==> src/rtl/featuremap_pad_writer.sv <==
// Streams one zero-padded (WIDTH+2)x(WIDTH+2) feature-map frame into the conv2D feed FIFO,
// reading interior words from an upstream show-ahead FIFO and inserting PAD_VALUE on the border.
module featuremap_pad_writer #(
    parameter int                    DATA_WIDTH = 32,
    parameter int                    WIDTH      = 56,
    parameter logic [DATA_WIDTH-1:0] PAD_VALUE  = '0
) (
    input  logic                  clk,
    input  logic                  rst,
    input  logic                  start,
    input  logic [DATA_WIDTH-1:0] data_in,
    input  logic                  data_fifo_empty,
    output logic                  rdreq,
    input  logic                  fifo_full,
    output logic                  wrreq,
    output logic [DATA_WIDTH-1:0] data_out,
    output logic                  busy,
    output logic                  frame_done
);

    localparam int            CW   = $clog2(WIDTH + 2);
    localparam logic [CW-1:0] LAST = CW'(WIDTH + 1);

    localparam logic [1:0] S_IDLE = 2'd0;
    localparam logic [1:0] S_RUN  = 2'd1;
    localparam logic [1:0] S_DONE = 2'd2;

    logic [1:0]    state;
    logic [CW-1:0] row;
    logic [CW-1:0] col;
    logic          border;
    logic          in_run;

    // Accept is zero-latency: the write/pop decision is made from the current position and
    // the two FIFO flags in the same cycle, so a stalled position simply repeats.
    always_comb begin
        in_run   = (state == S_RUN);
        border   = (row == '0) || (row == LAST) || (col == '0) || (col == LAST);
        wrreq    = in_run && !fifo_full && (border || !data_fifo_empty);
        rdreq    = in_run && !fifo_full && !border && !data_fifo_empty;
        data_out = rdreq ? data_in : PAD_VALUE;
        busy       = in_run;
        frame_done = (state == S_DONE);
    end

    always_ff @(posedge clk) begin
        if (rst) begin
            state <= S_IDLE;
            row   <= '0;
            col   <= '0;
        end else begin
            case (state)
                S_IDLE: begin
                    if (start) begin
                        state <= S_RUN;
                        row   <= '0;
                        col   <= '0;
                    end
                end
                S_RUN: begin
                    if (wrreq) begin
                        if (col == LAST) begin
                            col <= '0;
                            if (row == LAST) state <= S_DONE;
                            else             row   <= row + 1'b1;
                        end else begin
                            col <= col + 1'b1;
                        end
                    end
                end
                S_DONE:  state <= S_IDLE;
                default: state <= S_IDLE;
            endcase
        end
    end

endmodule

==> config.mk <==
export PLATFORM = sky130hd
export DESIGN_NAME = featuremap_pad_writer
export DESIGN_NICKNAME = d
export VERILOG_FILES = /design/src/rtl/featuremap_pad_writer.sv
export SDC_FILE = /design/constraint.sdc
export NUM_CORES = 1
export LEC_CHECK = 0
export CAP_MARGIN = 25
export CORE_ASPECT_RATIO = 0.8
export CORE_MARGIN = 10
export CORE_UTILIZATION = 36
export CTS_CLUSTER_DIAMETER = 50
export CTS_CLUSTER_SIZE = 14
export DETAILED_ROUTE_END_ITERATION = 16
export PLACE_DENSITY_LB_ADDON = 0.12
export SKIP_CTS_REPAIR_TIMING = 1
export SLEW_MARGIN = 5
export SYNTH_ARGS = -nofsm -noshare
export SYNTH_HDL_FRONTEND = slang
export SYNTH_SLANG_ARGS = --single-unit
export TNS_END_PERCENT = 100
==> constraint.sdc <==
create_clock -name clk -period 2.2 [get_ports clk]
set_input_delay 0.33 -clock clk [delete_from_list [all_inputs] [get_ports clk]]
set_output_delay 0.33 -clock clk [all_outputs]
set_load 0.01 [all_outputs]
==> flow_metrics.tcl, run 1 <==
set metrics [dict create \
    groute.usage.overall 0.1566 \
    ys_seq_elements 14 \
    yosysSeqAreaShare 0.2448 \
    cts.sinks 14 \
    synthCells 143 \
    cts-buffers-inserted 3 \
    cp.required_ns 1.87 \
    num_rows 18 \
    tightest_slew_ns 0.4476 \
    grt_overflow 0 \
    grt_pass1_vias 1576 \
    clock.fmax_mhz 397.2 \
    io_pins 73 \
    worst_setup_path_start_kind "register" \
    layout-drive-gt1-share 0.5402 \
    synth_fa_ha_area_frac 0.06557 \
    pwr_density_cell_nw_per_um2 254.9 \
    grt_max_degree 34 \
    tns_ns -7.408 \
    fin_skew_ns 0.006069 \
    synth_commonest_cells "and2_1 (33), dfxtp_1 (14), inv_1 (9)" \
    synth_area_per_cell_um2 8.006 \
    clk_latency_ns 0.25 \
    netlist_area_um2 1145 \
    dp_hpwl_um 3975 \
    rsz0062_at_grt "yes" \
    maxCapViolations 0 \
    drt-wirelength-per-cell_um 19.43 \
    grt_pass1_wl_um 7645 \
    dieArea_um2 5850 \
    failed_checks "negative setup slack" \
    slew_violations 0 \
    path_clk_slew_ns 0.06 \
    synth_top_family_by_area "simple AND/OR/NAND/NOR gates" \
    dp_cells 277 \
    syn2layout_area_growth_pct 122.1 \
    num_vias 1606 \
    synth_ff_type "dfxtp_1" \
    post-synth-top-area-cell "dfxtp_1" \
    yosys.area_share.simple 0.4098 \
    dr.pass1.iters 4 \
    post-route-min-period_ns 2.518 \
    synth_xor_area_frac 0 \
    cts_tree "built" \
    nNetsFinal 306 \
    wl_um 5847 \
    p_leak_nw 1.119 \
    place.gp.congestion 0.8333 \
    synth_edf_count 0 \
    drt_iter0_markers 103 \
    portBuffers 72 \
    place_area_um2 2106 \
    synth_compound_area_frac 0.1989 \
    stdcell_area_um2 2542 \
    worstPathArrival_ns 2.19 \
    holdCritPathClass "register to register" \
    cts_buffer_depth 2 \
    die_h_um 70.44 \
    final_cells 301 \
    ys_async_sr_fraction 0 \
    setup_slack_ns -0.3177 \
    synthTopCellsByArea "dfxtp_1 (24%), and2_1 (18%), ha_1 (6.6%)" \
    chipWidth_um 83.05 \
    diodes 0 \
    hold_viol_final 0 \
    period_share 1.144 \
    holdWs_ns 0.5832 \
    cts_root_buffer "clkbuf_8" \
    cts.htree.levels 1 \
    drc 0 \
    cp-end-kind "output port" \
    core_um2 3063 \
    synthMuxAreaShare 0.02732 \
    avgViaCountPerCell 5.336 \
    ys_types 43 \
    initial_core_util 0.3738 \
    irDropWorstVdd_mv 0.1808 \
    slew_headroom 0.7013 \
    status "finished, violations left" \
    worstPathMaxFanout 5 \
    antenna_found_initial 0 \
    syn-num-nets 186 \
    netlist.area_leader.share 0.2448 \
    synth.most_common_cell "and2_1" \
    synth_warnings 0 \
    setup_viol 35 \
    critPathKind "register to output port" \
    ant_nets 0 \
]
## where the power goes
group | internal (mW) | leakage [nW] | switching [mW]
Combinational | 0.104 | 0.982 | 0.0668
Clock | 0.122 | 0.0216 | 0.0966
Sequential | 0.257 | 0.115 | 0.00208
Total | 0.483 | 1.12 | 0.165
## cell families after synthesis
| family | after synthesis |
|---|---|
| multiplexers | 3 |
| flip-flops | 14 |
| AO/OA/AOI/OAI | 29 |
| adder cells (fa/ha/maj) | 6 |
| AND/OR/NAND/NOR | 75 |
| buffers and inverters | 16 |
## registers in the layout, summed over array words and instances (netlist names)
signal / flops
col: 6
row: 6
state: 2
## area by class of cell
type / count / area, µm²
clock buffers: 3 / 41.29
fillers: 158 / 520.5
inverters: 9 / 33.78
multi-input cells: 113 / 974.7
flip-flops and latches: 14 / 285.3
well taps: 40 / 50.05
repair buffers: 122 / 1157
## metal layers
metal	vias up	part of all wire	GRT usage	wire (µm)
li1	749	-	-	-
met1	752	0.35	0.1477	2052
met2	97	0.49	0.2663	2836
met3	8	0.15	0.1054	892
met4	0	0.011	0.05660	65
met5	-	0	0	0
## cell usage in the layout (no fill, tap or decap), types with 5 or more instances in the layout
master / synthesis / layout
and2_1: 33 / 5
and2_4: 0 / 28
buf_4: 0 / 40
buf_6: 0 / 41
clkdlybuf4s50_1: 0 / 38
dfxtp_1: 14 / 10
inv_1: 9 / 5
nand2_1: 5 / 5
nand3_1: 6 / 6
nor2_1: 5 / 5
## worst paths after layout
kind,slack (ns),end,cells after the start,start
setup / recovery,-0.32,data_out[5],10,row[1]
hold reg to reg,0.58,col[0],2,col[0]
hold / removal,0.58,col[0],2,col[0]
setup reg to reg,-0.02,col[0],12,row[1]
## critical path, cell delays in order (launching register included)
cell and delay (ns):
dfxtp_2 0.33, inv_2 0.08, ha_4 0.12, or4b_4 0.47
a21oi_4 0.22, nor4b_4 0.09, buf_4 0.16, buf_6 0.11
buf_6 0.10, and2_4 0.13, buf_6 0.12
## stage by stage
| step | power (mW) | worst slack (ns) | utilization |
|---|---|---|---|
| after CTS | 0.6265 | -0.6254 | 0.7010 |
| after global routing | 0.6765 | -0.3547 | 0.8301 |
| final | 0.6481 | -0.3177 | 0.8301 |
| after global placement | 0.4100 | -0.3192 | 0.6875 |
| after detailed placement | 0.4141 | -0.4792 | 0.6875 |
| after floorplan | 0.3144 | 0.1443 | - |
(Power assumes the default switching activity.)
==> inputs of run 2 (changes only) <==
- CORE_ASPECT_RATIO: 0.8 -> unset
==> run 2 against run 1 <==
Compared with the run above: the flow still finishes with violations (negative setup slack); non-clock buffer count shrank 5; hold slack gained 0.0073 ns; sequential share of layout area up 0.40 points; routed wire length shrank 16%; final area is 3.9% lower; clock skew shrank 0.0034 ns; critical path type unchanged; critical endpoint is now data_out[6].
==> flow_metrics.tcl, run 2 (same netlist as run 1, synthesis figures left out) <==
set metrics [dict create \
    dr.pass1.iters 4 \
    crit_top_cell "buf_6" \
    num_rows 20 \
    slew_headroom 0.6784 \
    failed_checks "negative setup slack" \
    clk_latency_ns 0.30 \
    p_leak_nw 1.078 \
    grt_max_degree 34 \
    portBuffers 72 \
    setup_slack_ns -0.3398 \
    max_stage_delay_ns 0.40 \
    dp_hpwl_um 3713 \
    cts.sinks 14 \
    r2r_cells 10 \
    worstPathMaxFanout 5 \
    mostFrequentLayoutCells "buf_4 (39), clkdlybuf4s50_1 (38), buf_6 (34), and2_4 (21), and2_1 (12)" \
    clock.fmax_mhz 393.7 \
    groute.usage.overall 0.1451 \
    die_h_um 76.39 \
    slew_violations 0 \
    worstPathArrival_ns 2.21 \
    worstPathCellList "inv_2 > buf_6 > ha_4 > nand4_1 > a21oi_4 > nor4b_4 > buf_4 > buf_6 > buf_6 > and2_4 > buf_6" \
    ant_nets 0 \
    fin_skew_ns 0.002694 \
    post-route-min-period_ns 2.540 \
    rsz0062_at_grt "yes" \
    nNetsFinal 301 \
    layout-drive-gt1-share 0.4942 \
    grt_overflow 0 \
    maxCapViolations 0 \
    place_ws_ns -0.3760 \
    period_share 1.154 \
    wl_um 4905 \
    min_path_cells 2 \
    crit_slowest_cell "nor4b_4" \
    cts_tree "built" \
    status "finished, violations left" \
    grt_pass1_wl_um 7093 \
    core_um2 3053 \
    worst_setup_path_start_kind "register" \
    critPathKind "register to output port" \
    stdcell_area_um2 2444 \
    cts_buffer_depth 2 \
    layout.cells.most_common "buf_4" \
    initial_core_util 0.3750 \
    dieArea_um2 5835 \
    chipWidth_um 76.39 \
    setup_viol 34 \
    irDropWorstVdd_mv 0.1906 \
    grt_pass1_vias 1502 \
    fin_util 0.8004 \
    hold_viol_final 0 \
    reg_top3 "col (6), row (6), state (2)" \
    cts-buffers-inserted 3 \
    drc 0 \
    holdWs_ns 0.5905 \
    cts.htree.levels 1 \
    place.gp.congestion 0.8888 \
    place_area_um2 2111 \
    cp-end-kind "output port" \
    cts_root_buffer "clkbuf_4" \
    diodes 0 \
    avgViaCountPerCell 5.159 \
    io_pins 73 \
    drt_iter0_markers 125 \
    syn2layout_area_growth_pct 113.4 \
    antenna_found_initial 0 \
    pwr_density_cell_nw_per_um2 254.1 \
    drt-wirelength-per-cell_um 16.30 \
    path_clk_slew_ns 0.09 \
    tightest_slew_ns 0.4819 \
    holdCritPathClass "register to register" \
    cp.required_ns 1.87 \
    num_vias 1553 \
]
## run 2: cell count changes in the layout (fill, tap and decap cells not counted), moves of 2 or more
cell / change
clkbuf_8: -2
o21ai_0: +3
and2_1: +7
clkbuf_4: +3
o21ai_1: -2
and2_4: -7
buf_2: +3
buf_6: -7
## run 2: final timing paths
path	endpoint	slack, ns	start
worst max-delay path	data_out[6]	-0.34	row[1]
worst min-delay path	col[4]	0.59	col[4]
worst max register to register	row[2]	0.08	col[1]
worst min register to register	col[4]	0.59	col[4]
## run 2: power by group
part	total, mW	switching, mW	leakage, nW	internal, mW
sequential	0.258	0.00161	0.115	0.257
clock	0.200	0.0984	0.0210	0.101
combinational	0.163	0.0612	0.942	0.102
## run 2: metal layers
layer,global-route usage,part of all wire,vias up
met5,0,0,-
met4,0.05948,0.027,0
met3,0.1097,0.16,12
met2,0.2355,0.46,81
met1,0.1354,0.35,718
li1,-,-,742
## run 2: through the flow
stage | total power, mW | cells | setup TNS [ns]
floorplan | 0.3144 | 143 | 0
global placement | 0.4100 | 281 | -10.67
detailed placement | 0.4130 | 281 | -11.63
CTS | 0.6042 | 285 | -20.95
global route | 0.6452 | 301 | -10.99
finish | 0.6209 | 301 | -8.035
## run 2: area by class of cell
class,instances,area (µm²)
Clock buffer,4,36.28
Sequential cell,14,284.0
Multi-Input combinational cell,113,948.4
Timing Repair Buffer,117,1086
Fill cell,202,609.3
Tap cell,44,55.05
Inverter,9,33.78
## run 2: worst max-delay path: cells and delay by family (launching register included)
kind | cells | cell delay, ns
and+or+nand+nor | 3 | 0.68
AOI/OAI and AO/OA | 1 | 0.10
buffers and inverters | 6 | 0.63
DFF | 1 | 0.34
adders and majority gates | 1 | 0.14
==> inputs of run 3 (changes only) <==
- GPL_ROUTABILITY_DRIVEN: unset -> 0
- TNS_END_PERCENT: 100 -> 10
==> run 3 against run 2 <==
Compared with the run above: the flow still finishes with violations (negative setup slack); clock-buffer cell count unchanged; non-clock buffer count is 2 lower; die area did not move; register-to-register slack about the same; routed wire length is 3.0% lower; first-iteration DRC count fell by 44%; critical path type unchanged; largest cell class unchanged; highest routed layer unchanged.
==> flow_metrics.tcl, run 3 (same netlist as run 1, synthesis figures left out) <==
set metrics [dict create \
    cts.sinks 14 \
    crit_top_cell "buf_6" \
    crit_buf_inv 6 \
    cp.required_ns 1.87 \
    cts_tree "built" \
    startpoint "row[1]" \
    failed_checks "negative setup slack" \
    path_clk_slew_ns 0.09 \
    drc 0 \
    cts_buffer_depth 2 \
    max_stage_delay_ns 0.41 \
    tightest_slew_ns 0.4771 \
    swShare 0.2557 \
    fin_skew_ns 0.002269 \
    dp_hpwl_um 3713 \
    portBuffers 72 \
    power_frac_seq 0.423 \
    ff2ff_setup_slack_ns 0.09 \
    setup_slack_ns -0.3482 \
    p_leak_nw 1.050 \
    critical_path_depth 11 \
    holdWs_ns 0.5898 \
    ant_nets 0 \
    grt_max_degree 34 \
    internal-power_mw 0.4550 \
    diodes 0 \
    cp_top_family "simple AND/OR/NAND/NOR gates" \
    core_um2 3053 \
    mostFrequentLayoutCells "buf_4 (38), clkdlybuf4s50_1 (38), buf_6 (24), and2_1 (20), buf_2 (14)" \
    worstPathCellList "inv_2 > buf_6 > ha_4 > nand4_1 > a21oi_4 > nor4b_4 > buf_4 > buf_6 > buf_6 > and2_4 > buf_6" \
    r2r-start "col[1]" \
    initial_core_util 0.3750 \
    drt_iter0_markers 70 \
    cp-endpoint "data_out[6]" \
    r2r_end "row[5]" \
    die_h_um 76.39 \
    pwr_density_cell_nw_per_um2 261.4 \
    critPathKind "register to output port" \
    grt_pass1_vias 1502 \
    hold_viol_final 0 \
    combPwrFrac 0.254 \
    cts.htree.levels 1 \
    cts_root_buffer "clkbuf_4" \
    reg_top3 "col (6), row (6), state (2)" \
    crit_slowest_cell "nor4b_4" \
    syn2layout_area_growth_pct 104.3 \
    wl_um 4756 \
    drt-wirelength-per-cell_um 15.91 \
    p_sw_mw 0.1563 \
    slew_headroom 0.6816 \
    place_ws_ns -0.3760 \
    io_pins 73 \
    rsz0062_at_grt "yes" \
    cts-buffers-inserted 3 \
    dieArea_um2 5835 \
    status "finished, violations left" \
    holdCritPathClass "register to register" \
    num_vias 1507 \
    groute.usage.overall 0.1451 \
    dr.pass1.iters 4 \
    chipWidth_um 76.39 \
    cp-end-kind "output port" \
    clk_latency_ns 0.30 \
    grt_pass1_wl_um 7093 \
    worst_setup_path_start_kind "register" \
    setup_viol 34 \
    p_clk_frac 0.323 \
    antenna_found_initial 0 \
    irDropWorstVdd_mv 0.1908 \
    grt_overflow 0 \
    num_rows 20 \
    r2r_cells 9 \
    period_share 1.158 \
    avgViaCountPerCell 5.040 \
    maxCapViolations 0 \
    layout-drive-gt1-share 0.4588 \
    worstPathMaxFanout 5 \
    nNetsFinal 299 \
    post-route-min-period_ns 2.548 \
    worstPathArrival_ns 2.22 \
    slew_violations 0 \
    clock.fmax_mhz 392.4 \
]
run 3: changes by cell type in the layout (fill, tap and decap cells not counted):
cell    change
buf_6      -10
and2_4      -8
ha_4        -1
and2_1      +8
ha_2        +1
buf_4       -1
buf_2       +9
run 3: final cells by class:
type                       instances  area [µm²]
sequential                        14       284.0
inverter                           9       33.78
clock buffer                       4       36.28
tap                               44       55.05
fill                             230       714.4
multi-input combinational        113       918.4
timing repair buffer             115        1011
run 3: stage by stage:
step                      area (µm²)  total power [mW]  std cells  setup TNS (ns)    util
final                           2338            0.6113        299          -8.437  0.7660
after global routing            2338            0.6382        299          -11.14  0.7660
after CTS                       2147            0.6042        285          -20.95  0.7033
after detailed placement        2111            0.4130        281          -11.63  0.6914
after global placement          2111            0.4100        281          -10.67  0.6914
after floorplan                 1145            0.3144        143               0       -
run 3: worst min-delay path by stage:
stage	depth (start not counted)	startpoint	to
global route	3	col[5]	col[5]
CTS	2	col[2]	col[4]
detailed placement	3	col[5]	col[5]
floorplan	2	col[5]	col[5]
global placement	2	col[2]	col[2]
finish	2	col[4]	col[4]
run 3: metal layers:
metal  routed length, µm  GRT usage  up-vias
met5                   0          0        -
met1                1711     0.1354      686
li1                    -          -      738
met2                2189     0.2355       76
met3                 750     0.1097        7
met4                 104    0.05948        0
run 3: tightest hold or removal path: stages, from the launching register on:
cell and delay (ns):
dfxtp_1 0.34, buf_4 0.13, o31ai_1 0.07
run 3: power by group through the flow:
stage	combinational, mW	clock [mW]	sequential, mW
6_report	0.155	0.198	0.258
5_1_grt	0.167	0.212	0.259
4_1_cts	0.150	0.196	0.258
3_5_place_dp	0.149	0	0.264
3_3_place_gp	0.146	0	0.264
2_1_floorplan	0.0505	0	0.264
